===== src/rtl/fp_result_fifo.sv =====
// Result FIFO behind the FPU: buffers flag_i/c_i results, first-word-fall-through head.
// Optional per-entry class decode enabled by defining FP_RESULT_CLASSIFY_EN.
module fp_result_fifo #(
    parameter int unsigned DEPTH = 4
) (
    input  logic                     clk,
    input  logic                     rst,
    input  logic                     flag_i,
    input  logic [31:0]              c_i,
    input  logic                     clr_i,
    input  logic                     res_ready_i,
    output logic [31:0]              res_o,
    output logic                     res_valid_o,
    output logic [3:0]               class_o,
    output logic [$clog2(DEPTH):0]   count_o,
    output logic                     full_o,
    output logic                     ovf_o
);

    localparam int unsigned PW = $clog2(DEPTH);
    localparam int unsigned CW = PW + 1;

    logic [31:0]   data_mem [DEPTH];
    logic [PW-1:0] rd_ptr;
    logic [PW-1:0] wr_ptr;
    logic          pop;
    logic          push;
    logic          drop;

    // A full FIFO still accepts a push when the head leaves on the same edge.
    always_comb begin
        pop  = res_valid_o && res_ready_i;
        push = flag_i && (!full_o || pop);
        drop = flag_i && full_o && !pop;
    end

    always_ff @(posedge clk or posedge rst) begin
        if (rst) begin
            rd_ptr      <= '0;
            wr_ptr      <= '0;
            count_o     <= '0;
            full_o      <= 1'b0;
            res_valid_o <= 1'b0;
            ovf_o       <= 1'b0;
        end else if (clr_i) begin
            rd_ptr      <= '0;
            wr_ptr      <= '0;
            count_o     <= '0;
            full_o      <= 1'b0;
            res_valid_o <= 1'b0;
            ovf_o       <= 1'b0;
        end else begin
            if (push) wr_ptr <= wr_ptr + PW'(1);
            if (pop)  rd_ptr <= rd_ptr + PW'(1);
            if (push && !pop) begin
                count_o     <= count_o + CW'(1);
                full_o      <= (count_o == CW'(DEPTH - 1));
                res_valid_o <= 1'b1;
            end else if (pop && !push) begin
                count_o     <= count_o - CW'(1);
                full_o      <= 1'b0;
                res_valid_o <= (count_o != CW'(1));
            end
            if (drop) ovf_o <= 1'b1;
        end
    end

    // Storage is intentionally unreset; the head is masked while empty.
    always_ff @(posedge clk) begin
        if (push && !clr_i) data_mem[wr_ptr] <= c_i;
    end

    assign res_o = res_valid_o ? data_mem[rd_ptr] : 32'h0;

`ifdef FP_RESULT_CLASSIFY_EN
    logic [3:0] class_mem [DEPTH];
    logic [3:0] class_in;

    // One-hot {nan, inf, zero, denorm}; normal numbers encode as 0000.
    always_comb begin
        class_in = 4'b0000;
        if (c_i[30:23] == 8'hff) begin
            class_in = (c_i[22:0] != 23'h0) ? 4'b1000 : 4'b0100;
        end else if (c_i[30:23] == 8'h00) begin
            class_in = (c_i[22:0] == 23'h0) ? 4'b0010 : 4'b0001;
        end
    end

    always_ff @(posedge clk) begin
        if (push && !clr_i) class_mem[wr_ptr] <= class_in;
    end

    assign class_o = res_valid_o ? class_mem[rd_ptr] : 4'b0000;
`else
    assign class_o = 4'b0000;
`endif

endmodule


===== config.mk =====
export PLATFORM = sky130hd
export DESIGN_NAME = fp_result_fifo
export DESIGN_NICKNAME = d
export VERILOG_FILES = /design/src/rtl/fp_result_fifo.sv
export SDC_FILE = /design/constraint.sdc
export NUM_CORES = 1
export LEC_CHECK = 0
export CAP_MARGIN = 30
export CORE_MARGIN = 5
export CORE_UTILIZATION = 54
export DETAILED_ROUTE_END_ITERATION = 10
export PLACE_DENSITY = 0.87
export SYNTH_ARGS = -nofsm -noshare
export SYNTH_HDL_FRONTEND = slang
export SYNTH_SLANG_ARGS = --single-unit

===== constraint.sdc =====
create_clock -name clk -period 3 [get_ports clk]
set_clock_uncertainty 0.1 [all_clocks]
set_input_delay 0.3 -clock clk [delete_from_list [all_inputs] [get_ports clk]]
set_output_delay 0.3 -clock clk [all_outputs]
set_load 0.03 [all_outputs]

==> results_dict.tcl, run 1 <==
set metrics [dict create \
    outcome "completed" \
    finalWeightedCongestion 0.747 \
    synthCells 277 \
    yosysSeqAreaShare_pct 73.5 \
    first_pass_grt_wire_length_um 16700 \
    type_of_the_tightest_min_delay_check "input pin to flop" \
    cts.reportedPaths.clkPinSlew_ns 0.06 \
    ys_warn_count 0 \
    cts_num_sinks 138 \
    yosysTopAreaCellShare_pct 69.0 \
    critical_path.slowest_cell "mux4_1" \
    placed_cell_area_um2 6480 \
    worstPathRequired_ns 2.60 \
    crit_chain "buf_6, mux4_1, and2_1, clkdlybuf4s50_1" \
    highest_net_fanout_along_the_worst_path 16 \
    ant_nets 0 \
    synth_cell_types 36 \
    io-pin-count 79 \
    timing.critical_path.from_type "flop" \
    synth_area_leaders "edfxtp_1 69%, mux4_2 11%, dfrtp_1 4.5%" \
    grt_setup_unrepaired "false" \
    start_util_pct 54.7 \
    finalWirelength_um 10100 \
    drt_pre_antenna_iters 4 \
    die_h_um 112 \
    fp.coreArea_um2 10200 \
    avgRoutedWirePerCell_um 19.4 \
    area_growth_syn_to_layout_pct 27.8 \
    insertion_delay_ns 0.51 \
    timing_worst_setup_path_type "flop to output pin" \
    yosys-top-cells-count "128 x edfxtp_1, 33 x and2_1, 28 x mux4_2" \
    number_of_antenna_violations_at_the_first_check_in_global_routing 0 \
    finish.net_count 413 \
    cp-end-kind "output pin" \
    power-per-cell-area_nw_per_um2 685 \
    n_fill_cell 630 \
    final-instance-count-excl-fill 517 \
    drt-initial-drc-count 171 \
    maximum_number_of_pins_on_one_net_before_global_route_repair 21 \
    route.detailed.drc 0 \
    crit_arrival_ns 2.49 \
    dpl.hpwl_um 6500 \
    summed_negative_setup_slack_over_all_endpoints_ns 0 \
    maxCapViolCount 0 \
    final_period_util_pct 96.4 \
    total_setup_violations_reported_at_the_end_of_the_flow 0 \
    timing.final.crit_period_ns 2.89 \
    cellLeakagePower_nw 2.43 \
    fin_area_um2 7120 \
    worst_case_hold_slack_ns 0.322 \
    globalRouteTotalUtil_pct 17.7 \
    number_of_enable_type_register_cells_in_the_synthesized_netlist 128 \
    clockRootBuffer "clkbuf_8" \
    synthFlopType "edfxtp_1" \
    yosysTopAreaCell "edfxtp_1" \
    synth_most_common_cell "edfxtp_1" \
    timing_hold_violations_final 0 \
    chip_width_um 112 \
    place.detailed.instances 484 \
    timing_max_transition_violations_final 0 \
    layout-drive-gt1-share_pct 20.7 \
    clk_path_buf_depth 2 \
    vias_per_cell 5.46 \
    htree_levels 4 \
    largest_stage_delay_on_the_critical_path_ns 0.60 \
    power.ir.vdd_worst_uv 427 \
    port_buffers 74 \
    synth_async_sr_flop_share_pct 7.25 \
    tritoncts.num_buffers 17 \
    synth_area_um2 5570 \
    post-layout-total-power_mw 4.87 \
    grt.overflow.total 0 \
    avgSynthCellArea_um2 20.1 \
    ys_seq_elements 138 \
    grt_pass1_vias 3088 \
    fmax_ghz 0.346 \
    cts_tree "yes" \
    antenna-diode-count 0 \
    routed-via-count 2824 \
    die_area_um2 12400 \
    standard_cell_rows 37 \
]
## registers in the layout (all words and copies together) (netlist names)
| signal | count |
|---|---|
| rd_ptr | 2 |
| data_mem | 128 |
| ovf_o | 1 |
| count_o | 3 |
| wr_ptr | 2 |
| res_valid_o | 1 |
| full_o | 1 |
## layout make-up
type | count | area [um2] | area share [%]
inverters | 7 | 26.3 | 0.369
clock inverters | 14 | 196 | 2.76
flip-flops and latches | 138 | 4100 | 57.6
multi-input cells | 117 | 1320 | 18.6
clock buffers | 18 | 418 | 5.87
repair buffers | 87 | 888 | 12.5
well taps | 136 | 170 | 2.39
## critical path, delay by kind of cell, from the launching register on
family	cells	cell delay (ns)
simple gates	1	0.18
mux	1	0.60
flops	1	0.37
buf+inv	2	0.82
## power breakdown
| part | switching, mW | internal [mW] |
|---|---|---|
| logic | 0.283 | 0.254 |
| registers | 0.0324 | 2.18 |
| clock network | 0.772 | 1.35 |
## layout by cell type, fill, tap and decap left out, types with 4 or more instances in the layout
master	n
clkinv_4	4
clkbuf_16	16
clkdlybuf4s50_1	73
inv_1	7
edfxtp_1	128
buf_4	7
bufinv_16	4
conb_1	4
and3_2	4
nor2_1	9
dfrtp_1	8
mux4_2	28
ha_1	8
mux4_1	4
and2_1	33
nand2_1	4
## metal layers
metal / vias up / GRT usage [%] / routed length (um)
met2: 83 / 30.4 / 5380
li1: 1270 / - / -
met3: 15 / 4.84 / 475
met1: 1456 / 21.0 / 4000
met5: - / 0 / 0
met4: 0 / 8.19 / 192
## through the flow
| stage | setup slack, ns | utilization (%) |
|---|---|---|
| floorplan | 0.542 | - |
| global placement | 0.564 | 63.6 |
| detailed placement | 0.540 | 63.6 |
| CTS | 0.0452 | 69.9 |
| global route | 0.00574 | 69.9 |
| finish | 0.109 | 69.9 |
## final timing paths
check                      cells after the start         endpoint  slack, ns   startpoint
hold / removal                                 1  data_mem[1][11]       0.32      c_i[11]
min in group asynchronous                      3       count_o[2]       0.57          rst
hold reg to reg                                2            ovf_o       0.42        ovf_o
setup / recovery                               4        res_o[28]       0.11    rd_ptr[0]
max in group asynchronous                      3        rd_ptr[1]       1.93          rst
setup reg to reg                               5  data_mem[2][19]       0.78  res_valid_o
## cell families (layout without fill, tap and decap cells)
family                   count (synthesis)  after routing  share of synthesized area (%)
flip-flops                             138            138                           73.5
AND/OR/NAND/NOR                         58             58                           6.00
multiplexers                            36             36                           14.0
buffers and inverters                   25            126                           3.08
AO/OA/AOI/OAI                            9              9                           1.28
adder cells (fa/ha/maj)                  8              8                           1.80
XOR/XNOR                                 2              2                          0.315
other                                    1              4                         0.0673
## timing repair
action / CTS / global route
endpoints found under the setup margin: 2 / 1
buffers inserted: 0 / 0
gates resized for setup: 2 / 1
hold buffers: 1 / 0
hold endpoints to repair: 10 / 0
Note: power is estimated with default switching activity, not from simulation.
==> inputs of run 2 (changes only) <==
--- a/config.mk
+++ b/config.mk
@@ -6,10 +6,11 @@
 export NUM_CORES = 1
 export LEC_CHECK = 0
 export CAP_MARGIN = 30
-export CORE_MARGIN = 5
-export CORE_UTILIZATION = 54
+export CORE_UTILIZATION = 55
+export CTS_BUF_LIST = sky130_fd_sc_hd__clkbuf_4 sky130_fd_sc_hd__clkbuf_8
+export CTS_CLUSTER_DIAMETER = 30
 export DETAILED_ROUTE_END_ITERATION = 10
-export PLACE_DENSITY = 0.87
+export PLACE_DENSITY = 0.88
 export SYNTH_ARGS = -nofsm -noshare
 export SYNTH_HDL_FRONTEND = slang
 export SYNTH_SLANG_ARGS = --single-unit
==> results_dict.tcl, run 2 (same netlist as run 1, synthesis figures left out) <==
set metrics [dict create \
    cts_num_sinks 138 \
    die_area_um2 10500 \
    die_h_um 103 \
    tritoncts.num_buffers 17 \
    htree_levels 4 \
    highest_net_fanout_along_the_worst_path 15 \
    area_growth_syn_to_layout_pct 22.7 \
    most-common-layout-cells "128 x edfxtp_1, 74 x clkdlybuf4s50_1, 33 x and2_1, 28 x mux4_2, 17 x clkbuf_8" \
    timing.critical_path.from_type "flop" \
    clk_path_buf_depth 2 \
    crit_arrival_ns 2.47 \
    largest_stage_delay_on_the_critical_path_ns 0.64 \
    ant_nets 0 \
    maxCapViolCount 0 \
    dpl.hpwl_um 6320 \
    worstPathRequired_ns 2.60 \
    chip_width_um 103 \
    postcts_resize_cnt 0 \
    timing.rr.end "data_mem[2][12]" \
    summed_negative_setup_slack_over_all_endpoints_ns 0 \
    fin_area_um2 6830 \
    cts_tree "yes" \
    crit_chain "buf_4, mux4_1, and2_1, clkdlybuf4s50_1" \
    io-pin-count 79 \
    route.detailed.drc 0 \
    first_pass_grt_wire_length_um 15000 \
    drt_pre_antenna_iters 4 \
    placed_cell_area_um2 6480 \
    grt_pass1_vias 2870 \
    cts.reportedPaths.clkPinSlew_ns 0.08 \
    critPathLaunch "rd_ptr[0]" \
    place.detailed.instances 481 \
    final_period_util_pct 95.8 \
    largest_registers "data_mem (128), count_o (3)" \
    cellLeakagePower_nw 2.29 \
    timing_hold_violations_final 0 \
    grt_setup_unrepaired "false" \
    avgRoutedWirePerCell_um 18.9 \
    antenna-diode-count 0 \
    finalWeightedCongestion 0.809 \
    fmax_ghz 0.348 \
    globalRouteTotalUtil_pct 20.5 \
    finish.net_count 412 \
    timing.rr.start "res_valid_o" \
    registers.top_by_ff_count "data_mem" \
    final_common_cell "edfxtp_1" \
    total_setup_violations_reported_at_the_end_of_the_flow 0 \
    grt.overflow.total 0 \
    number_of_antenna_violations_at_the_first_check_in_global_routing 0 \
    timing_max_transition_violations_final 0 \
    drt-initial-drc-count 120 \
    cts_setup_buffers 0 \
    outcome "completed" \
    vias_per_cell 5.57 \
    power-per-cell-area_nw_per_um2 594 \
    port_buffers 74 \
    routed-via-count 2859 \
    finalWirelength_um 9700 \
    standard_cell_rows 36 \
    largest_register_ffs 128 \
    maximum_number_of_pins_on_one_net_before_global_route_repair 23 \
    final-instance-count-excl-fill 513 \
    cp-end-kind "output pin" \
    clockRootBuffer "clkbuf_8" \
    reg2reg_depth 5 \
    timing_worst_setup_path_type "flop to output pin" \
    insertion_delay_ns 0.42 \
    type_of_the_tightest_min_delay_check "input pin to asynchronous set/reset pin" \
    timing.final.crit_period_ns 2.87 \
    hold_buffers 0 \
    layout-drive-gt1-share_pct 20.5 \
    fp.coreArea_um2 9770 \
    critical_path.slowest_cell "mux4_1" \
    power.ir.vdd_worst_uv 399 \
    regToRegSetupSlack_ns 0.82 \
    start_util_pct 57.0 \
]
## run 2: cell count changes in the layout (fill, tap and decap cells not counted), moves of 2 or more
cell       delta
buf_4         +2
buf_6         -2
bufinv_16     -3
clkbuf_16    -16
clkbuf_4      +2
clkbuf_8     +16
clkinv_1      +2
clkinv_2      +2
inv_6         -2
## run 2: through the flow
step                      utilization, %  power [mW]  hold WS, ns  setup slack (ns)
after floorplan                        -        2.57       0.0402             0.542
after global placement              66.3        2.76        0.384             0.564
after detailed placement            66.3        2.78        0.389             0.526
after CTS                           69.9        4.09       0.0580            0.0696
after global routing                69.9        4.22       0.0978            0.0134
final                               69.9        4.06       0.0603             0.126
## run 2: worst max-delay path by stage
stage | to | depth (start not counted)
6_report | res_o[26] | 4
5_1_grt | res_o[26] | 4
4_1_cts | res_o[26] | 4
3_5_place_dp | res_o[26] | 4
3_3_place_gp | data_mem[3][16] | 5
2_1_floorplan | data_mem[0][0] | 4
## run 2: worst max-delay path: cells and delay by family (launching register included)
kind | cells | cell delay [ns]
buf+inv | 2 | 0.87
flops | 1 | 0.36
mux | 1 | 0.64
simple gates | 1 | 0.19
## run 2: area by class of cell
| type | count | area, um2 |
|---|---|---|
| multi-input combinational | 117 | 1320 |
| timing repair buffer | 86 | 868 |
| tap | 133 | 166 |
| fill | 626 | 2940 |
| clock buffer | 19 | 249 |
| clock inverter | 13 | 105 |
| inverter | 7 | 26.3 |
| sequential | 138 | 4100 |
## run 2: per-layer routing
layer,vias up,GRT usage [%],wire (um)
met5,-,0,0
met4,0,9.01,267
li1,1280,-,-
met1,1455,25.1,3800
met2,103,34.7,5200
met3,21,5.29,426
## run 2: power breakdown
part | internal, mW | total (mW) | switching (mW)
registers | 2.18 | 2.21 | 0.0305
logic | 0.251 | 0.534 | 0.282
clock network | 0.662 | 1.32 | 0.657
total | 3.09 | 4.06 | 0.970
==> inputs of run 3 (changes only) <==
--- a/config.mk
+++ b/config.mk
@@ -5,12 +5,14 @@
 export SDC_FILE = /design/constraint.sdc
 export NUM_CORES = 1
 export LEC_CHECK = 0
+export ABC_AREA = 1
 export CAP_MARGIN = 30
 export CORE_UTILIZATION = 55
 export CTS_BUF_LIST = sky130_fd_sc_hd__clkbuf_4 sky130_fd_sc_hd__clkbuf_8
 export CTS_CLUSTER_DIAMETER = 30
 export DETAILED_ROUTE_END_ITERATION = 10
 export PLACE_DENSITY = 0.88
+export SLEW_MARGIN = 20
 export SYNTH_ARGS = -nofsm -noshare
 export SYNTH_HDL_FRONTEND = slang
 export SYNTH_SLANG_ARGS = --single-unit
==> results_dict.tcl, run 3 <==
set metrics [dict create \
    outcome "completed" \
    ys_seq_elements 138 \
    timing_max_transition_violations_final 0 \
    synth_area_um2 5620 \
    synth_area_leaders "edfxtp_1 68%, nor2_1 8.9%, dfrtp_1 4.5%" \
    synthCells 468 \
    route.detailed.drc 0 \
    globalRouteTotalUtil_pct 22.3 \
    worstPathRequired_ns 2.60 \
    synth_most_common_cell "nor2_1" \
    largest_family_of_logic_cells_by_synthesized_area "simple AND/OR/NAND/NOR gates" \
    fraction_of_the_mapped_netlist_area_in_adder_cells_pct 1.78 \
    timing_hold_violations_final 0 \
    synth_async_sr_flop_share_pct 7.25 \
    highest_net_fanout_along_the_worst_path 34 \
    postcts_resize_cnt 0 \
    finish.net_count 590 \
    avgSynthCellArea_um2 12.0 \
    power-per-cell-area_nw_per_um2 611 \
    grt.overflow.total 0 \
    final_common_cell "nor2_1" \
    synth_simple_gate_area_share_pct 11.6 \
    portion_of_netlist_area_occupied_by_mux_cells_pct 0 \
    cts_num_sinks 138 \
    die_h_um 103 \
    yosysTopAreaCellShare_pct 68.4 \
    cts.reportedPaths.clkPinSlew_ns 0.07 \
    power.ir.vdd_worst_uv 353 \
    ant_nets 0 \
    timing_worst_setup_path_type "flop to output pin" \
    registers.top_by_ff_count "data_mem" \
    drt_pre_antenna_iters 5 \
    most-common-layout-cells "129 x nor2_1, 128 x edfxtp_1, 49 x o21ai_1, 42 x clkdlybuf4s50_1, 39 x buf_4" \
    yosysTopAreaCell "edfxtp_1" \
    cts_setup_buffers 0 \
    summed_negative_setup_slack_over_all_endpoints_ns 0 \
    crit_arrival_ns 2.19 \
    fp.coreArea_um2 9820 \
    vias_per_cell 5.40 \
    number_of_enable_type_register_cells_in_the_synthesized_netlist 128 \
    timing.final.crit_period_ns 2.59 \
    area_growth_syn_to_layout_pct 20.7 \
    finalWeightedCongestion 0.885 \
    htree_levels 4 \
    cp-end-kind "output pin" \
    fmax_ghz 0.386 \
    final_period_util_pct 86.5 \
    largest_registers "data_mem (128), count_o (3)" \
    maxCapViolCount 0 \
    start_util_pct 57.2 \
    timing.final.ws_setup_ns 0.406 \
    worst_slack_after_detailed_placement_ns 0.495 \
    cellLeakagePower_nw 2.48 \
    number_of_antenna_violations_at_the_first_check_in_global_routing 0 \
    synthFlopType "edfxtp_1" \
    clockRootBuffer "clkbuf_8" \
    antenna-diode-count 0 \
    grt_setup_unrepaired "false" \
    synth_cell_types 23 \
    timing.critical_path.from_type "flop" \
    first_pass_grt_wire_length_um 17000 \
    maximum_number_of_pins_on_one_net_before_global_route_repair 66 \
    tightest_slew_ns 0.877 \
    cts_tree "yes" \
    chip_width_um 103 \
    avgRoutedWirePerCell_um 16.2 \
    ys_warn_count 0 \
    largest_register_ffs 128 \
    yosysSeqAreaShare_pct 72.9 \
    total_setup_violations_reported_at_the_end_of_the_flow 0 \
    hold_buffers 0 \
    yosys-top-cells-count "133 x nor2_1, 128 x edfxtp_1, 49 x o21ai_1" \
    insertion_delay_ns 0.42 \
    dpl.hpwl_um 6920 \
    post_synth_xor_area_fraction_pct 0 \
    drt-initial-drc-count 274 \
    finalWirelength_um 11200 \
    synthesized_area_fraction_occupied_by_ao_oa_aoi_and_oai_cells_pct 9.29 \
    io-pin-count 79 \
    layout-drive-gt1-share_pct 14.4 \
    clk_path_buf_depth 2 \
    routed-via-count 3728 \
    relSlewSlack_pct 41.5 \
    standard_cell_rows 36 \
    type_of_the_tightest_min_delay_check "input pin to asynchronous set/reset pin" \
    port_buffers 74 \
    tritoncts.num_buffers 17 \
    die_area_um2 10600 \
    grt_pass1_vias 3549 \
]
-- run 3: cell count changes after synthesis, sizes merged, moves of 5 or more --
cell   delta
a21oi    +34
nor2    +125
nand3     +5
buf       +7
nand2    +21
o21ai    +67
and2     -33
mux4     -32
inv      +14
-- run 3: area by class of cell --
| type | instances | area, um2 |
|---|---|---|
| tap | 133 | 166 |
| fill | 663 | 3040 |
| clock inverter | 14 | 133 |
| clock buffer | 17 | 234 |
| multi-input combinational | 284 | 1320 |
| inverter | 21 | 78.8 |
| timing repair buffer | 83 | 753 |
| sequential | 138 | 4100 |
-- run 3: through the flow --
step                total power, mW  hold WS [ns]  utilization (%)  instances  instance area [um2]
floorplan                      2.57        0.0402                -        471                 5630
global placement               2.77         0.395             65.3        659                 6410
detailed placement             2.79         0.399             65.3        659                 6410
CTS                            4.16        0.0473             69.1        690                 6780
global route                   4.29        0.0598             69.1        690                 6780
finish                         4.15        0.0474             69.1        690                 6780
-- run 3: path summary, 6_finish.rpt --
kind                        startpoint  slack (ns)         endpoint  cells past startpoint
max                          rd_ptr[1]        0.41        res_o[28]                      6
min                                rst        0.05            ovf_o                      2
max reg2reg                res_valid_o        0.80  data_mem[0][28]                      7
min reg2reg                      ovf_o        0.41            ovf_o                      2
max in group asynchronous          rst        2.45        rd_ptr[0]                      2
min in group clk                 ovf_o        0.41            ovf_o                      2
-- run 3: kinds of logic after synthesis --
kind of cell	count (synthesis)
compound gates	104
fa+ha+maj	8
buf+inv	49
flops	138
other cells	1
simple gates	168
-- run 3: worst max-delay path, stage by stage, from the launching register on --
cell and delay [ns]:
dfrtp_1 0.33, buf_4 0.35, inv_2 0.35, nor2_1 0.20, o21ai_1 0.09, a21oi_1 0.22
buf_4 0.21
-- run 3: power by group --
group / leakage [nW] / internal (mW) / switching, mW / total [mW]
combinational: 1.01 / 0.196 / 0.371 / 0.567
sequential: 1.30 / 2.16 / 0.0235 / 2.19
clock: 0.182 / 0.720 / 0.673 / 1.39
total: 2.48 / 3.08 / 1.07 / 4.15
-- run 3: layer usage --
| metal | up-vias | share of wire [%] | track usage [%] |
|---|---|---|---|
| met5 | - | 0 | 0 |
| met4 | 0 | 2.4 | 11.1 |
| met3 | 28 | 6.7 | 5.76 |
| met2 | 162 | 49 | 36.6 |
| met1 | 1765 | 41 | 27.8 |
| li1 | 1773 | - | - |
